### src/rtl/bus_sequencer.sv
// Command sequencer driving a 4-entry register file through read/write selector buses.
// Executes MOV, LDI, SWAP and CLR as short read/write state sequences with registered bus outputs.
module bus_sequencer #(
  parameter int WIDTH = 8
) (
  input  logic             clk,
  input  logic             reset,
  input  logic             cmd_valid,
  output logic             cmd_ready,
  input  logic [1:0]       cmd_op,
  input  logic [2:0]       cmd_src,
  input  logic [2:0]       cmd_dst,
  input  logic [WIDTH-1:0] cmd_imm,
  input  logic [WIDTH-1:0] src_data,
  output logic [2:0]       src_bus_selector,
  output logic [2:0]       dest_bus_selector,
  output logic [WIDTH-1:0] data,
  output logic             done,
  output logic             err,
  output logic [7:0]       xfer_count,
  output logic [2:0]       dbg_state
);

  // Handshake: a command transfers on a rising edge where cmd_valid and
  // cmd_ready are both 1; cmd_ready is 1 only in IDLE and never depends on cmd_valid.

  typedef enum logic [2:0] {
    S_IDLE = 3'd0,
    S_RD_A = 3'd1,
    S_RD_B = 3'd2,
    S_WR_A = 3'd3,
    S_WR_B = 3'd4,
    S_DONE = 3'd5
  } state_t;

  localparam logic [1:0] OP_MOV  = 2'b00;
  localparam logic [1:0] OP_LDI  = 2'b01;
  localparam logic [1:0] OP_SWAP = 2'b10;
  localparam logic [1:0] OP_CLR  = 2'b11;

  state_t state, state_n;

  logic [1:0]       op_q;
  logic [2:0]       src_q, dst_q;
  logic [WIDTH-1:0] imm_q;
  logic [WIDTH-1:0] tmp0, tmp1;
  logic [WIDTH-1:0] tmp0_n, tmp1_n;

  logic             accept;
  logic             cmd_bad;
  logic [1:0]       eff_op;
  logic [2:0]       eff_src, eff_dst;
  logic [WIDTH-1:0] eff_imm;

  logic [2:0]       src_sel_n, dest_sel_n;
  logic [WIDTH-1:0] data_n;
  logic             done_n, err_n;

  // Selector codes 3'b101..3'b111 do not name any register.
  function automatic logic sel_ok(input logic [2:0] s);
    return (s <= 3'b100);
  endfunction

  assign cmd_ready = (state == S_IDLE);
  assign accept    = cmd_valid && cmd_ready;
  assign dbg_state = state;

  // Only the fields an op actually uses are validated.
  always_comb begin
    cmd_bad = 1'b0;
    case (cmd_op)
      OP_MOV, OP_SWAP: cmd_bad = !(sel_ok(cmd_src) && sel_ok(cmd_dst));
      default:         cmd_bad = !sel_ok(cmd_dst);
    endcase
  end

  // On the accept edge the latched fields are not yet loaded, so look through to the inputs.
  assign eff_op  = accept ? cmd_op  : op_q;
  assign eff_src = accept ? cmd_src : src_q;
  assign eff_dst = accept ? cmd_dst : dst_q;
  assign eff_imm = accept ? cmd_imm : imm_q;

  assign tmp0_n = (state == S_RD_A) ? src_data : tmp0;
  assign tmp1_n = (state == S_RD_B) ? src_data : tmp1;

  // State register
  always_ff @(posedge clk or posedge reset) begin
    if (reset) begin
      state <= S_IDLE;
    end else begin
      state <= state_n;
    end
  end

  // Next-state logic
  always_comb begin
    state_n = state;
    case (state)
      S_IDLE: begin
        if (cmd_valid && !cmd_bad) begin
          if (cmd_op == OP_MOV || cmd_op == OP_SWAP) state_n = S_RD_A;
          else                                       state_n = S_WR_B;
        end
      end
      S_RD_A:  state_n = (op_q == OP_SWAP) ? S_RD_B : S_WR_B;
      S_RD_B:  state_n = S_WR_A;
      S_WR_A:  state_n = S_WR_B;
      S_WR_B:  state_n = S_DONE;
      S_DONE:  state_n = S_IDLE;
      default: state_n = S_IDLE;
    endcase
  end

  // Output logic: values for the state being entered, registered below so they hold all cycle.
  always_comb begin
    src_sel_n  = 3'b000;
    dest_sel_n = 3'b000;
    data_n     = '0;
    done_n     = 1'b0;
    err_n      = accept && cmd_bad;
    case (state_n)
      S_RD_A: src_sel_n = eff_src;
      S_RD_B: src_sel_n = eff_dst;
      S_WR_A: begin
        dest_sel_n = eff_src;
        data_n     = tmp1_n;
      end
      S_WR_B: begin
        dest_sel_n = eff_dst;
        case (eff_op)
          OP_LDI:  data_n = eff_imm;
          OP_CLR:  data_n = '0;
          default: data_n = tmp0_n;
        endcase
      end
      S_DONE:  done_n = 1'b1;
      default: ;
    endcase
  end

  always_ff @(posedge clk or posedge reset) begin
    if (reset) begin
      src_bus_selector  <= 3'b000;
      dest_bus_selector <= 3'b000;
      data              <= '0;
      done              <= 1'b0;
      err               <= 1'b0;
    end else begin
      src_bus_selector  <= src_sel_n;
      dest_bus_selector <= dest_sel_n;
      data              <= data_n;
      done              <= done_n;
      err               <= err_n;
    end
  end

  // Command latch and read temporaries
  always_ff @(posedge clk or posedge reset) begin
    if (reset) begin
      op_q  <= OP_MOV;
      src_q <= 3'b000;
      dst_q <= 3'b000;
      imm_q <= '0;
      tmp0  <= '0;
      tmp1  <= '0;
    end else begin
      if (accept) begin
        op_q  <= cmd_op;
        src_q <= cmd_src;
        dst_q <= cmd_dst;
        imm_q <= cmd_imm;
      end
      tmp0 <= tmp0_n;
      tmp1 <= tmp1_n;
    end
  end

  // Completed-command counter, bumped on the edge that leaves DONE; wraps 255 -> 0.
  always_ff @(posedge clk or posedge reset) begin
    if (reset) begin
      xfer_count <= 8'd0;
    end else if (state == S_DONE) begin
      xfer_count <= xfer_count + 8'd1;
    end
  end

endmodule

### config.mk
export PLATFORM = sky130hd
export DESIGN_NAME = bus_sequencer
export DESIGN_NICKNAME = d
export VERILOG_FILES = /design/src/rtl/bus_sequencer.sv
export SDC_FILE = /design/constraint.sdc
export NUM_CORES = 1
export LEC_CHECK = 0
export CAP_MARGIN = 20
export CORE_MARGIN = 4
export CORE_UTILIZATION = 45
export DETAILED_ROUTE_END_ITERATION = 8
export HOLD_SLACK_MARGIN = 0.1
export PLACE_DENSITY = 0.83
export SLEW_MARGIN = 25
export SYNTH_ARGS = -nofsm -noshare
export SYNTH_HDL_FRONTEND = slang
export SYNTH_SLANG_ARGS = --single-unit
### constraint.sdc
create_clock -name clk -period 2 [get_ports clk]
set_input_delay 0.3 -clock clk [delete_from_list [all_inputs] [get_ports clk]]
set_output_delay 0.3 -clock clk [all_outputs]
set_load 0.05 [all_outputs]
==> tab_implementation.tex <==
\begin{tabular}{lr}
\hline
Metric & Value \\
\hline
\multicolumn{2}{l}{\textbf{Clock tree}} \\
\quad Total clock buffers created by CTS & 5 \\
\quad Number of resized instances in the post-cts repair step & 0 \\
\quad Clock Tree Root & sky130\_fd\_sc\_hd\_\_clkbuf\_8 \\
\quad Post-cts hold buffer count & 0 \\
\quad Clock-pin slew reported for the worst setup and hold paths after clock tree synthesis & 0.08 ns \\
\quad Clock latency of the later-clocked register in the worst-skew pair & 0.30 ns \\
\quad Number of buffers inserted to repair setup after CTS & 0 \\
\quad \# clock sinks & 51 \\
\quad Clock tree from TritonCTS & built \\
\quad Maximum clock insertion buffer count & 2 \\
\quad Number of H-tree levels & 2 \\
\multicolumn{2}{l}{\textbf{Die}} \\
\quad Std-Cell Rows & 25 \\
\quad Area of the die & 0.00619 sq mm \\
\quad Die height & 78.7 microns \\
\quad Number of ports placed on the die boundary & 55 \\
\quad Initial Util & 47.0\% \\
\quad Core Area & 0.00479 sq mm \\
\quad Die Span X & 78.7 microns \\
\multicolumn{2}{l}{\textbf{Logic synthesis}} \\
\quad Mean instance size in the synthesized netlist & 12.2 sq um \\
\quad Adder-Cell Fraction of Synth Area & 0.556\% \\
\quad Post-synthesis sequential area ratio & 56.8\% \\
\quad Mapped Nets & 213 \\
\quad Syn Std Cell Area & 0.00225 sq mm \\
\quad Post-synth top flop & sky130\_fd\_sc\_hd\_\_dfrtp\_1 \\
\quad Number of synthesized flops with an enable pin & 0 \\
\quad Cell type with the largest total area after synthesis & sky130\_fd\_sc\_hd\_\_dfrtp\_1 \\
\quad Synth warnings & 0 \\
\quad Share of Yosys cell area claimed by the top area cell type & 56.8\% \\
\quad Count of distinct cell types in the synthesized netlist & 34 \\
\quad Dominant combinational cell family by area after synthesis & simple AND/OR/NAND/NOR gates \\
\quad Portion of netlist area occupied by mux cells & 11.7\% \\
\quad Leading post-synthesis cells by instance count & sky130\_fd\_sc\_hd\_\_dfrtp\_1 (51), sky130\_fd\_sc\_hd\_\_inv\_1 (15), sky130\_fd\_sc\_hd\_\_mux2i\_1 (14) \\
\quad Complex-gate fraction of the synthesized area & 10.4\% \\
\quad Syn Inst Count & 185 \\
\quad Flip-flop and latch count after synthesis & 51 \\
\quad Proportion of synthesized flip-flops having asynchronous set or reset & 100\% \\
\quad Cells taking the most area after synthesis & sky130\_fd\_sc\_hd\_\_dfrtp\_1 (57\%), sky130\_fd\_sc\_hd\_\_mux2i\_1 (6.2\%), sky130\_fd\_sc\_hd\_\_mux2\_2 (5.5\%) \\
\quad Most common cell in the synthesized netlist & sky130\_fd\_sc\_hd\_\_dfrtp\_1 \\
\quad Post-Synth XOR/XNOR Area & 3.12\% \\
\quad Synth Area in Simple Gates & 12.1\% \\
\multicolumn{2}{l}{\textbf{Power and ir drop}} \\
\quad Worst VDD drop & 0.773 mV \\
\quad Ratio of total power to cell area & 1560 mW/mm\^{}2 \\
\quad Leak & 1.33 nW \\
\multicolumn{2}{l}{\textbf{Setup path}} \\
\quad Type of the worst setup path & flop to primary output \\
\quad Largest delay share family, worst path & buffers and inverters \\
\quad Data arrival at the endpoint of the critical path & 1.55 ns \\
\quad Kind of start point of the critical path & flop \\
\quad Max incr delay on CP & 0.83 ns \\
\quad CP Max Fanout & 5 \\
\quad Bufs and invs on worst path & 1 \\
\quad Critical path data required time & 1.70 ns \\
\quad Cell with the largest stage delay on the worst path & sky130\_fd\_sc\_hd\_\_clkdlybuf4s50\_1 \\
\quad Sort of element at the end of the critical path & primary output \\
\quad Cells along the critical path & clkdlybuf4s50\_1 \\
\multicolumn{2}{l}{\textbf{Detailed routing}} \\
\quad Drt total wl & 4.72 mm \\
\quad Total number of vias & 1607 \\
\quad Number of DRC markers after the initial detailed-route iteration & 86 \\
\quad Post-route DRC & 0 \\
\quad Average wire per standard cell & 15.0 microns \\
\quad Vias per cell & 5.12 \\
\quad Count of TritonRoute iterations in the first routing pass & 4 \\
\quad Antenna viol nets, final & 0 \\
\multicolumn{2}{l}{\textbf{Timing}} \\
\quad Shortest clock period the worst path allows after layout & 1.85 ns \\
\quad Worst Max-Slew Pin Slew & 0.910 ns \\
\quad Final Hold Violating Endpoints & 0 \\
\quad Final number of setup-violating endpoints & 0 \\
\quad Worst hold margin & 0.341 ns \\
\quad Max-slew violation count & 0 \\
\quad Max Clk Rate & 0.540 GHz \\
\quad Worst slew margin & 39.0\% \\
\quad Clock tree skew after final layout & 0.00487 ns \\
\quad RSZ-0062 raised after global routing & no \\
\quad Final cycle utilization of the critical path & 92.5\% \\
\multicolumn{2}{l}{\textbf{Placed design}} \\
\quad Post-DP HPWL & 3.42 mm \\
\quad Final estimated routing congestion in global placement & 0.804 \\
\quad IO Port Bufs & 54 \\
\quad Post-place instance area & 0.00293 sq mm \\
\multicolumn{2}{l}{\textbf{Layout}} \\
\quad Fraction of layout cells with a size suffix above 1 & 17.4\% \\
\quad Nets & 275 \\
\quad Area of all placed cells without fillers & 0.00302 sq mm \\
\quad Synthesis-to-finish area growth & 34.4\% \\
\quad Final antenna diode count & 0 \\
\multicolumn{2}{l}{\textbf{Global route}} \\
\quad Initial antenna violation count & 0 \\
\quad Global-route wire length before repair & 7.89 mm \\
\quad Overflow after GRT & 0 \\
\quad Largest net degree at the start of global routing & 52 \\
\quad Overall Global Routing Usage & 16.6\% \\
\quad Number of global-route vias before repair & 1628 \\
\multicolumn{2}{l}{\textbf{Outcome}} \\
\quad Outcome & completed \\
\multicolumn{2}{l}{\textbf{Job}} \\
\quad Max-cap violations & 0 \\
\multicolumn{2}{l}{\textbf{Min path}} \\
\quad Type of the most critical hold path & input port to asynchronous set/reset pin \\
\hline
\end{tabular}
-- registers in the layout, summed over array words and instances (netlist names) --
name and cells:
src_bus_selector 3, data 8, dest_bus_selector 3, err 1, done 1, src_q 3, xfer_count 8, dbg_state 3
dst_q 3, imm_q 8, tmp0 8, op_q 2
-- routing by layer --
layer	routed length [microns]	vias up	share of wire (%)	global-route usage [%]
met5	0	-	0	0
met4	94	0	2.0	6.29
met3	208	9	4.4	4.24
met2	2370	40	50	26.9
met1	2040	780	43	21.5
li1	-	778	-	-
-- where the power goes --
group / switching, W / internal [W] / leakage [nW]
sequential: 0.000239 / 0.00145 / 0.645
clock: 0.000307 / 0.000272 / 0.0470
combinational: 0.00145 / 0.00101 / 0.643
total: 0.00199 / 0.00273 / 1.33
-- through the flow --
stage	setup WS, ns	util [%]	cells	TNS (ns)	total power [W]
after floorplan	-0.00616	-	185	-0.00616	0.00340
after global placement	-0.0305	61.2	307	-0.230	0.00409
after detailed placement	-0.196	61.2	307	-1.94	0.00416
final	0.150	63.2	314	0	0.00472
after CTS	0.0816	63.0	314	0	0.00476
after global routing	0.0661	63.2	314	0	0.00501
-- layout by cell type (no fill, tap or decap), types with 4 or more instances in the layout --
cell,count
sky130_fd_sc_hd__nand3_1,13
sky130_fd_sc_hd__clkbuf_8,6
sky130_fd_sc_hd__o221ai_1,8
sky130_fd_sc_hd__mux2i_1,14
sky130_fd_sc_hd__inv_1,14
sky130_fd_sc_hd__dfrtp_1,51
sky130_fd_sc_hd__clkdlybuf4s50_1,50
sky130_fd_sc_hd__mux2_2,11
sky130_fd_sc_hd__o21ai_0,4
sky130_fd_sc_hd__buf_4,16
sky130_fd_sc_hd__xnor2_1,6
sky130_fd_sc_hd__nand2_1,12
sky130_fd_sc_hd__a22o_1,10
-- path summary, 6_finish.rpt --
path / startpoint / end / slack (ns) / cells after the start
worst max-delay path: xfer_count[3] / xfer_count[3] / 0.15 / 1
worst min-delay path: reset / data[3] / 0.34 / 3
worst max register to register: dbg_state[1] / dest_bus_selector[2] / 0.19 / 5
worst min register to register: xfer_count[7] / xfer_count[7] / 0.47 / 1
max in group asynchronous: reset / tmp0[0] / 1.41 / 3
min in group clk: xfer_count[7] / xfer_count[7] / 0.47 / 1
-- cell families (layout without fill, tap and decap cells) --
| family | after synthesis | count (layout) |
|---|---|---|
| XOR/XNOR | 8 | 8 |
| adder cells (fa/ha/maj) | 1 | 1 |
| AND/OR/NAND/NOR | 46 | 46 |
| multiplexers | 25 | 25 |
| flip-flops | 51 | 51 |
| buffers and inverters | 27 | 89 |
| AO/OA/AOI/OAI | 27 | 27 |
-- final cells by class --
type                       instances  area [sq um]
clock inverter                     1          5.00
sequential                        51          1280
timing repair buffer              67           641
clock buffer                       6          82.6
multi-input combinational        107           878
tap                               67          83.8
inverter                          15          56.3
fill                             397          1760
No activity file was read; power rests on OpenSTA's default activity.
